### src/rtl/dem_min_norm_ctrl.sv
// DEM element-state controller: accumulates 18 4-bit usage states, scans for the
// minimum with one shared comparator, then renormalises. Optional: DEM_SAT_EN (saturating increment).
module dem_min_norm_ctrl (
    input  logic        clk,
    input  logic        rst_n,
    input  logic        in_valid,
    output logic        in_ready,
    input  logic [17:0] in_sel,
    output logic [71:0] state_flat,
    output logic [3:0]  min_val,
    output logic [4:0]  min_idx,
    output logic        out_valid,
    output logic        busy,
    output logic        ovf
);
    // Handshake: a sample transfers on a rising edge where in_valid && in_ready;
    // in_ready is high only in IDLE, and upstream holds in_sel until that edge.
    typedef enum logic [1:0] {IDLE, SCAN, NORM} state_t;

    state_t      state_q, state_d;
    logic [3:0]  st_q [18];
    logic [3:0]  st_inc [18];
    logic [4:0]  idx_q;
    logic [3:0]  run_min_q;
    logic [4:0]  run_idx_q;
    logic [3:0]  min_val_q;
    logic [4:0]  min_idx_q;
    logic        out_valid_q;
    logic        ovf_q;
    logic        ovf_hit;
    logic        accept;
    logic [3:0]  cur;
    logic        take;

    assign in_ready  = (state_q == IDLE);
    assign busy      = (state_q != IDLE);
    assign accept    = in_valid && in_ready;
    assign min_val   = min_val_q;
    assign min_idx   = min_idx_q;
    assign out_valid = out_valid_q;
    assign ovf       = ovf_q;

    always_comb begin
        for (int i = 0; i < 18; i++) state_flat[4*i +: 4] = st_q[i];
    end

    // Increment path; an element already at 15 either sticks or wraps.
    always_comb begin
        ovf_hit = 1'b0;
        for (int i = 0; i < 18; i++) begin
            if (in_sel[i] && (st_q[i] == 4'hF)) begin
                ovf_hit = 1'b1;
`ifdef DEM_SAT_EN
                st_inc[i] = 4'hF;
`else
                st_inc[i] = 4'h0;
`endif
            end else begin
                st_inc[i] = st_q[i] + {3'b000, in_sel[i]};
            end
        end
    end

    // Strict less-than keeps the lowest index on ties.
    assign cur  = st_q[idx_q];
    assign take = (idx_q == 5'd0) || (cur < run_min_q);

    always_comb begin
        state_d = state_q;
        case (state_q)
            IDLE:    if (accept) state_d = SCAN;
            SCAN:    if (idx_q == 5'd17) state_d = NORM;
            NORM:    state_d = IDLE;
            default: state_d = IDLE;
        endcase
    end

    always_ff @(posedge clk or negedge rst_n) begin
        if (!rst_n) begin
            state_q     <= IDLE;
            idx_q       <= 5'd0;
            run_min_q   <= 4'hF;
            run_idx_q   <= 5'd0;
            min_val_q   <= 4'h0;
            min_idx_q   <= 5'd0;
            out_valid_q <= 1'b0;
            ovf_q       <= 1'b0;
            for (int i = 0; i < 18; i++) st_q[i] <= 4'h0;
        end else begin
            state_q     <= state_d;
            out_valid_q <= 1'b0;
            case (state_q)
                IDLE: begin
                    if (accept) begin
                        for (int i = 0; i < 18; i++) st_q[i] <= st_inc[i];
                        if (ovf_hit) ovf_q <= 1'b1;
                        idx_q     <= 5'd0;
                        run_min_q <= 4'hF;
                        run_idx_q <= 5'd0;
                    end
                end
                SCAN: begin
                    if (take) begin
                        run_min_q <= cur;
                        run_idx_q <= idx_q;
                    end
                    if (idx_q != 5'd17) idx_q <= idx_q + 5'd1;
                end
                NORM: begin
                    for (int i = 0; i < 18; i++) st_q[i] <= st_q[i] - run_min_q;
                    min_val_q   <= run_min_q;
                    min_idx_q   <= run_idx_q;
                    out_valid_q <= 1'b1;
                end
                default: ;
            endcase
        end
    end
endmodule
### config.mk
export PLATFORM = sky130hd
export DESIGN_NAME = dem_min_norm_ctrl
export DESIGN_NICKNAME = d
export VERILOG_FILES = /design/src/rtl/dem_min_norm_ctrl.sv
export SDC_FILE = /design/constraint.sdc
export NUM_CORES = 1
export LEC_CHECK = 0
export BUFFER_PORTS_ARGS = -buffer_cell sky130_fd_sc_hd__buf_2
export CAP_MARGIN = 20
export CORE_AREA = 2 2 167 169
export CTS_BUF_LIST = sky130_fd_sc_hd__clkbuf_2 sky130_fd_sc_hd__clkbuf_4 sky130_fd_sc_hd__clkbuf_8
export CTS_CLUSTER_SIZE = 25
export DETAILED_ROUTE_END_ITERATION = 12
export DIE_AREA = 0 0 169 171
export HOLD_SLACK_MARGIN = 0.08
export PLACE_DENSITY_LB_ADDON = 0.15
export SLEW_MARGIN = 5
export SYNTH_ARGS = -nofsm -noshare
export SYNTH_HDL_FRONTEND = slang
export SYNTH_SLANG_ARGS = --single-unit
### constraint.sdc
create_clock -name clk -period 4 [get_ports clk]
set_input_delay 1 -clock clk [delete_from_list [all_inputs] [get_ports clk]]
set_output_delay 1 -clock clk [all_outputs]
set_load 0.01 [all_outputs]
# After elaboration in Yosys (flattened, before gate mapping)

Cells that the tools add are included.
Widths: inputs -> output; s select.

Register bits: 99
Input bits: 21
Output and inout port bits: 85
Logic and storage cells: 175

Add/subtract/negate cells: 37
$lt $le $gt $ge: 2
Equal/unequal tests: 26
Muxes and demuxes: 53
Bitwise gates (word level): 1
Reductions and logical operators: 30

Operator list:

| kind                | number |
|---|---|
| $pmux 72 s2         | 1 |
| $mux 4              | 22 |
| $add 4x1->4         | 18 |
| $eq 4x4->1 const B  | 18 |
| $mux 72             | 1 |
| $sub 4x4->4         | 18 |
| $bmux 4 s5          | 1 |
| $pmux 5 s2          | 2 |
| $logic_and 1x1->1   | 19 |
| $mux 1              | 19 |
| $mux 5              | 3 |
| $reduce_and 3->1    | 3 |
| $pmux 4 s2          | 1 |
| $ge 6x6->1 const B  | 1 |
| $ne 2x2->1 const B  | 3 |
| $not 5->6           | 1 |
| $reduce_bool 2->1   | 3 |
| $add 5x1->5 const B | 1 |
| $eq 5x5->1 const B  | 1 |
| $logic_not 5->1     | 1 |
| $ne 5x5->1 const B  | 1 |
| $lt 4x4->1          | 1 |
| $mux 2              | 2 |
| $pmux 2 s2          | 1 |
| other kinds (6)     | 7 |

# Logic depth before layout (Yosys ltp)

Depth after elaboration: 21
Mapped depth: 15
Mapped depth without buffers: 11

# Worst setup path after synthesis

OpenSTA, ideal clock, no wires.

Kind: register -> register
From: reg idx_q[0]
To: reg run_min_q[2]
Setup time: 0.103 ns
Arrival: 2.894 ns
Required time: 3.897 ns
Setup slack: 1.003 ns
Stages on the path, launching flop included: 14
Buffers on the path: 3
Period minus slack after synthesis: 2.997 ns
Cells stage by stage: dfrtp_1 buf_6 buf_4 buf_2 mux4_2 a22oi_1 nand3_1 ha_1 nor2b_1 o21ai_4 nor4_4 nor2_1 a211o_1 a21boi_1

Cells in the longest elaborated chain, start to end: 8
Elaborated cells on any way between the ends: 11
Classes of those cells: 1 x order compare; 1 x eq/ne; 5 x mux; 1 x bitwise; 3 x reduce/logical

Ends and longest elaborated chain:

| element                                    | line | RTL |
|---|---|---|
| start, declared                            | 23   | `logic [4:0] idx_q;` |
| start signal, assigned                     | 107  | `if (idx_q != 5'd17) idx_q <= idx_q + 5'd1;` |
| $not 5->6 (not written as such)            | 65   | `assign cur = st_q[idx_q];` |
| $bmux 4 s5                                 | 65   |  |
| $mux 4 (not written as such) (2 in series) | 65   |  |
| $lt 4x4->1                                 | 66   | `assign take = (idx_q == 5'd0) \|\| (cur < run_min_q);` |
| $logic_or 1x1->1                           | 66   |  |
| $ne 2x2->1 (no source line)                | --   |  |
| $reduce_and 3->1 (no source line)          | --   |  |
| end signal, assigned                       | 104  | `run_min_q <= cur;` |
| end, declared                              | 24   | `logic [3:0] run_min_q;` |

Several ways; a longest one is shown, not always the timed one. The select of a mux whose other input is x is not followed.
A chain may end at the register's enable or synchronous reset.

# Final worst setup path

From: reg idx_q[0]
To: reg run_idx_q[3]

Cells in the longest elaborated chain, start to end: 8
Elaborated cells on any way between the ends: 9
Classes of those cells: 1 x order compare; 1 x eq/ne; 3 x mux; 1 x bitwise; 3 x reduce/logical

Ends and longest elaborated chain:

| element                                    | line | RTL |
|---|---|---|
| $not 5->6 (not written as such)            | 65   |  |
| $bmux 4 s5                                 | 65   |  |
| $mux 4 (not written as such) (2 in series) | 65   |  |
| $lt 4x4->1                                 | 66   |  |
| $logic_or 1x1->1 (*)                       | 66   |  |
| $ne 2x2->1 (no source line) (*)            | --   |  |
| $reduce_and 3->1 (no source line) (*)      | --   |  |
| end signal, assigned                       | 105  | `run_idx_q <= idx_q;` |
| end, declared                              | 25   | `logic [4:0] run_idx_q;` |

Every way passes the cells marked *; elsewhere a longest branch is shown, timed or not. The select of a mux whose other input is x is not followed.

==> results.yml <==
worst_setup_path:
  critical_path.endpoint_type: "register"
  crit_start: "idx_q[0]$_DFFE_PN0P_"
  worstPathRequired_ns: 4.30
  worst-r2r-setup-slack_ns: 0.76
  path_max_fanout: 26
  crit_path_start_kind: "register"
  r2r_start: "idx_q[0]$_DFFE_PN0P_"
  worstSetupPathType: "register to register"
  worstRegToRegCells: 9
  r2r_end: "run_idx_q[3]$_DFFE_PN0P_"
  worstPathArrival_ns: 3.54
logic_synthesis:
  yosysWarnings: 0
  synthesis.nets: 1015
  synth_fa_ha_area_share_pct: 19.4
  synthTopCellsByArea: "dfrtp_1, ha_1, a21oi_1, fa_1, nor2_1"
  synth_top_family_by_area: "compound AO/OA/AOI/OAI gates"
  synth_simple_gate_area_share_pct: 16.2
  ys_seq_area_share_pct: 30.8
  synth_seq_cells: 99
  synth_compound_area_share_pct: 21.1
  synth-xor-area-share_pct: 2.94
  yosysUniqueCellTypes: 62
  syn_avg_cell_area_sq_um: 9.15
  synth_area_sq_um: 8060
  synth_ff_type: "dfrtp_1"
  synth_top_cell_area_share_pct: 29.5
  synth.most_common_cell: "ha_1"
  yosys.area.top_type: "dfrtp_1"
  async_flop_share_pct: 100
  syn-instance-count: 880
  synth_mux_area_share_pct: 4.75
  synth_edf_count: 0
  synth.top_cells.by_count: "ha_1, dfrtp_1, a21oi_1, nor2_1, nand2_1"
grt:
  grt_pass1_wl_mm: 41.5
  track_usage_pct: 18.7
  grt-ovfl-total: 0
  grt_pass1_vias: 6829
  antenna_found_initial: 0
  grt_start_max_net_pins: 75
cts:
  ctsResizeCount: 0
  tritoncts: "yes"
  cts_root_buf: "clkbuf_8"
  cts_buffers: 9
  cts_max_path_buffers: 2
  clk-insertion-delay-late_ns: 0.41
  cts.sinks: 99
  clk_pin_slew_worst_paths_ns: 0.12
  hold_buffers: 0
  cts_max_level: 3
  post_cts_buffers: 0
timing:
  fmax_mhz: 308
  slew_viol_final: 0
  hold_viol_final: 0
  clock_skew_ns: 0.0193
  slew_headroom_pct: 36.8
  post-route-period-util_pct: 81.1
  rsz0062_at_grt: "false"
  tightestPinTransition_ns: 0.946
  setup_violations: 0
  min_period_ns: 3.24
  finalSetupTns_ns: 0
detailed_routing:
  wl_mm: 26.3
  vias_per_cell: 5.36
  drt.antenna.violating_nets: 0
  post_drt_wl_per_cell_microns: 20.0
  first_pass_iters: 5
  drtIter0Drc: 424
  routed-via-count: 7043
  drc: 0
placed_design:
  place_congestion: 0.818
  place.port_buffers: 105
  dp_hpwl_mm: 19.0
flow_run:
  drv_cap: 0
layout:
  drive_gt1_share_pct: 16.3
  fin_util_pct: 33.5
  n_antenna_cell: 0
  fin_nets: 1099
  area_delta_synth_final_pct: 13.8
hold_path:
  whs_endpoint: "min_idx[0]$_DFFE_PN0P_"
  hold_start: "min_idx[0]$_DFFE_PN0P_"
  hold-path-cell-count: 2
  min_path_type: "register to register"
power_and_ir_drop:
  peakVddDrop_v: 0.000239
  p_leak_uw: 0.00442
  power.density_nw_per_um2: 857
floorplanning:
  die_x_microns: 169
  ioPinCount: 106
  coreArea_sq_um: 27300
  die_y_microns: 171
  fp.dieArea_sq_um: 28900
  start_util_pct: 29.5
  row_count: 61
outcome:
  run_status: "complete, no violations"
==> metrics by stage <==
stage | instances | instance area, sq um | setup WS [ns] | total power (uW) | hold WS [ns]
global route | 1315 | 9170 | 0.579 | 8680 | 0.518
CTS | 1315 | 9170 | 0.756 | 7950 | 0.490
global placement | 1299 | 8930 | 0.821 | 7070 | 0.461
detailed placement | 1299 | 8930 | 0.772 | 7110 | 0.461
finish | 1315 | 9170 | 0.755 | 7860 | 0.484
floorplan | 880 | 8060 | 1.00 | 5470 | 0.439
==> worst max-delay path by stage <==
stage / slack (ns) / end
floorplan: 1.00 / run_min_q[2]$_DFFE_PN1P_
global placement: 0.82 / run_idx_q[1]$_DFFE_PN0P_
detailed placement: 0.77 / run_idx_q[3]$_DFFE_PN0P_
CTS: 0.76 / run_idx_q[3]$_DFFE_PN0P_
global route: 0.58 / run_idx_q[3]$_DFFE_PN0P_
finish: 0.76 / run_idx_q[3]$_DFFE_PN0P_
==> registers in the layout, summed over array words and instances (netlist names) <==
register / flops
idx_q: 5
min_idx: 5
min_val: 4
out_valid: 1
ovf: 1
run_idx_q: 5
run_min_q: 4
state_flat: 72
state_q: 2
==> power by group <==
part / switching (uW) / internal (uW) / total (uW)
logic: 2440 / 2140 / 4570
registers: 1040 / 1450 / 2480
clock network: 435 / 365 / 800
total: 3910 / 3950 / 7860
==> metal layers <==
metal | global-route usage (%) | vias to the layer above | part of all wire (%)
met5 | 0 | - | 0
met4 | 4.05 | 0 | 0.96
met3 | 2.36 | 16 | 4.2
met2 | 29.7 | 138 | 45
met1 | 27.3 | 3448 | 50
li1 | - | 3441 | -
==> cells by family after synthesis <==
| group | after synthesis |
|---|---|
| buffers and inverters | 96 |
| adders and majority gates | 114 |
| xor gates and xnor gates | 27 |
| DFF | 99 |
| muxes | 24 |
| AOI/OAI and AO/OA | 259 |
| and+or+nand+nor | 261 |
==> layout make-up <==
class,count,area (sq um)
fill,2894,18200
inverter,53,199
sequential,99,2480
multi-input combinational,685,5190
timing repair buffer,116,623
tap,346,433
clock buffer,9,124
clock inverter,7,108
==> critical path, cell delays in order (launching register included) <==
cell and delay [ns]:
dfrtp_2 0.81, mux4_2 0.59, a22oi_1 0.26, nand3_1 0.14
ha_1 0.31, a21oi_1 0.19, o21ai_0 0.20, nand2_1 0.17
o41ai_2 0.19, a32o_1 0.28
==> cell usage in the layout (no fill, tap or decap), types with 12 or more instances in the layout <==
| master | netlist | layout |
|---|---|---|
| ha_1 | 96 | 96 |
| mux2i_1 | 12 | 12 |
| a21oi_1 | 75 | 75 |
| and3_1 | 43 | 43 |
| nor2_1 | 73 | 73 |
| xor2_1 | 21 | 21 |
| nand3_1 | 30 | 30 |
| buf_2 | 5 | 104 |
| a211oi_1 | 27 | 27 |
| dfrtp_1 | 95 | 94 |
| nand2_1 | 58 | 58 |
| o21ai_0 | 50 | 50 |
| nor2b_1 | 16 | 16 |
| fa_1 | 18 | 18 |
| o21a_1 | 13 | 13 |
| o22ai_1 | 14 | 14 |
| a31oi_1 | 13 | 13 |
| a311oi_1 | 22 | 22 |
| inv_1 | 52 | 51 |
| or3_1 | 12 | 12 |
Power figures use the tool's default switching activity.
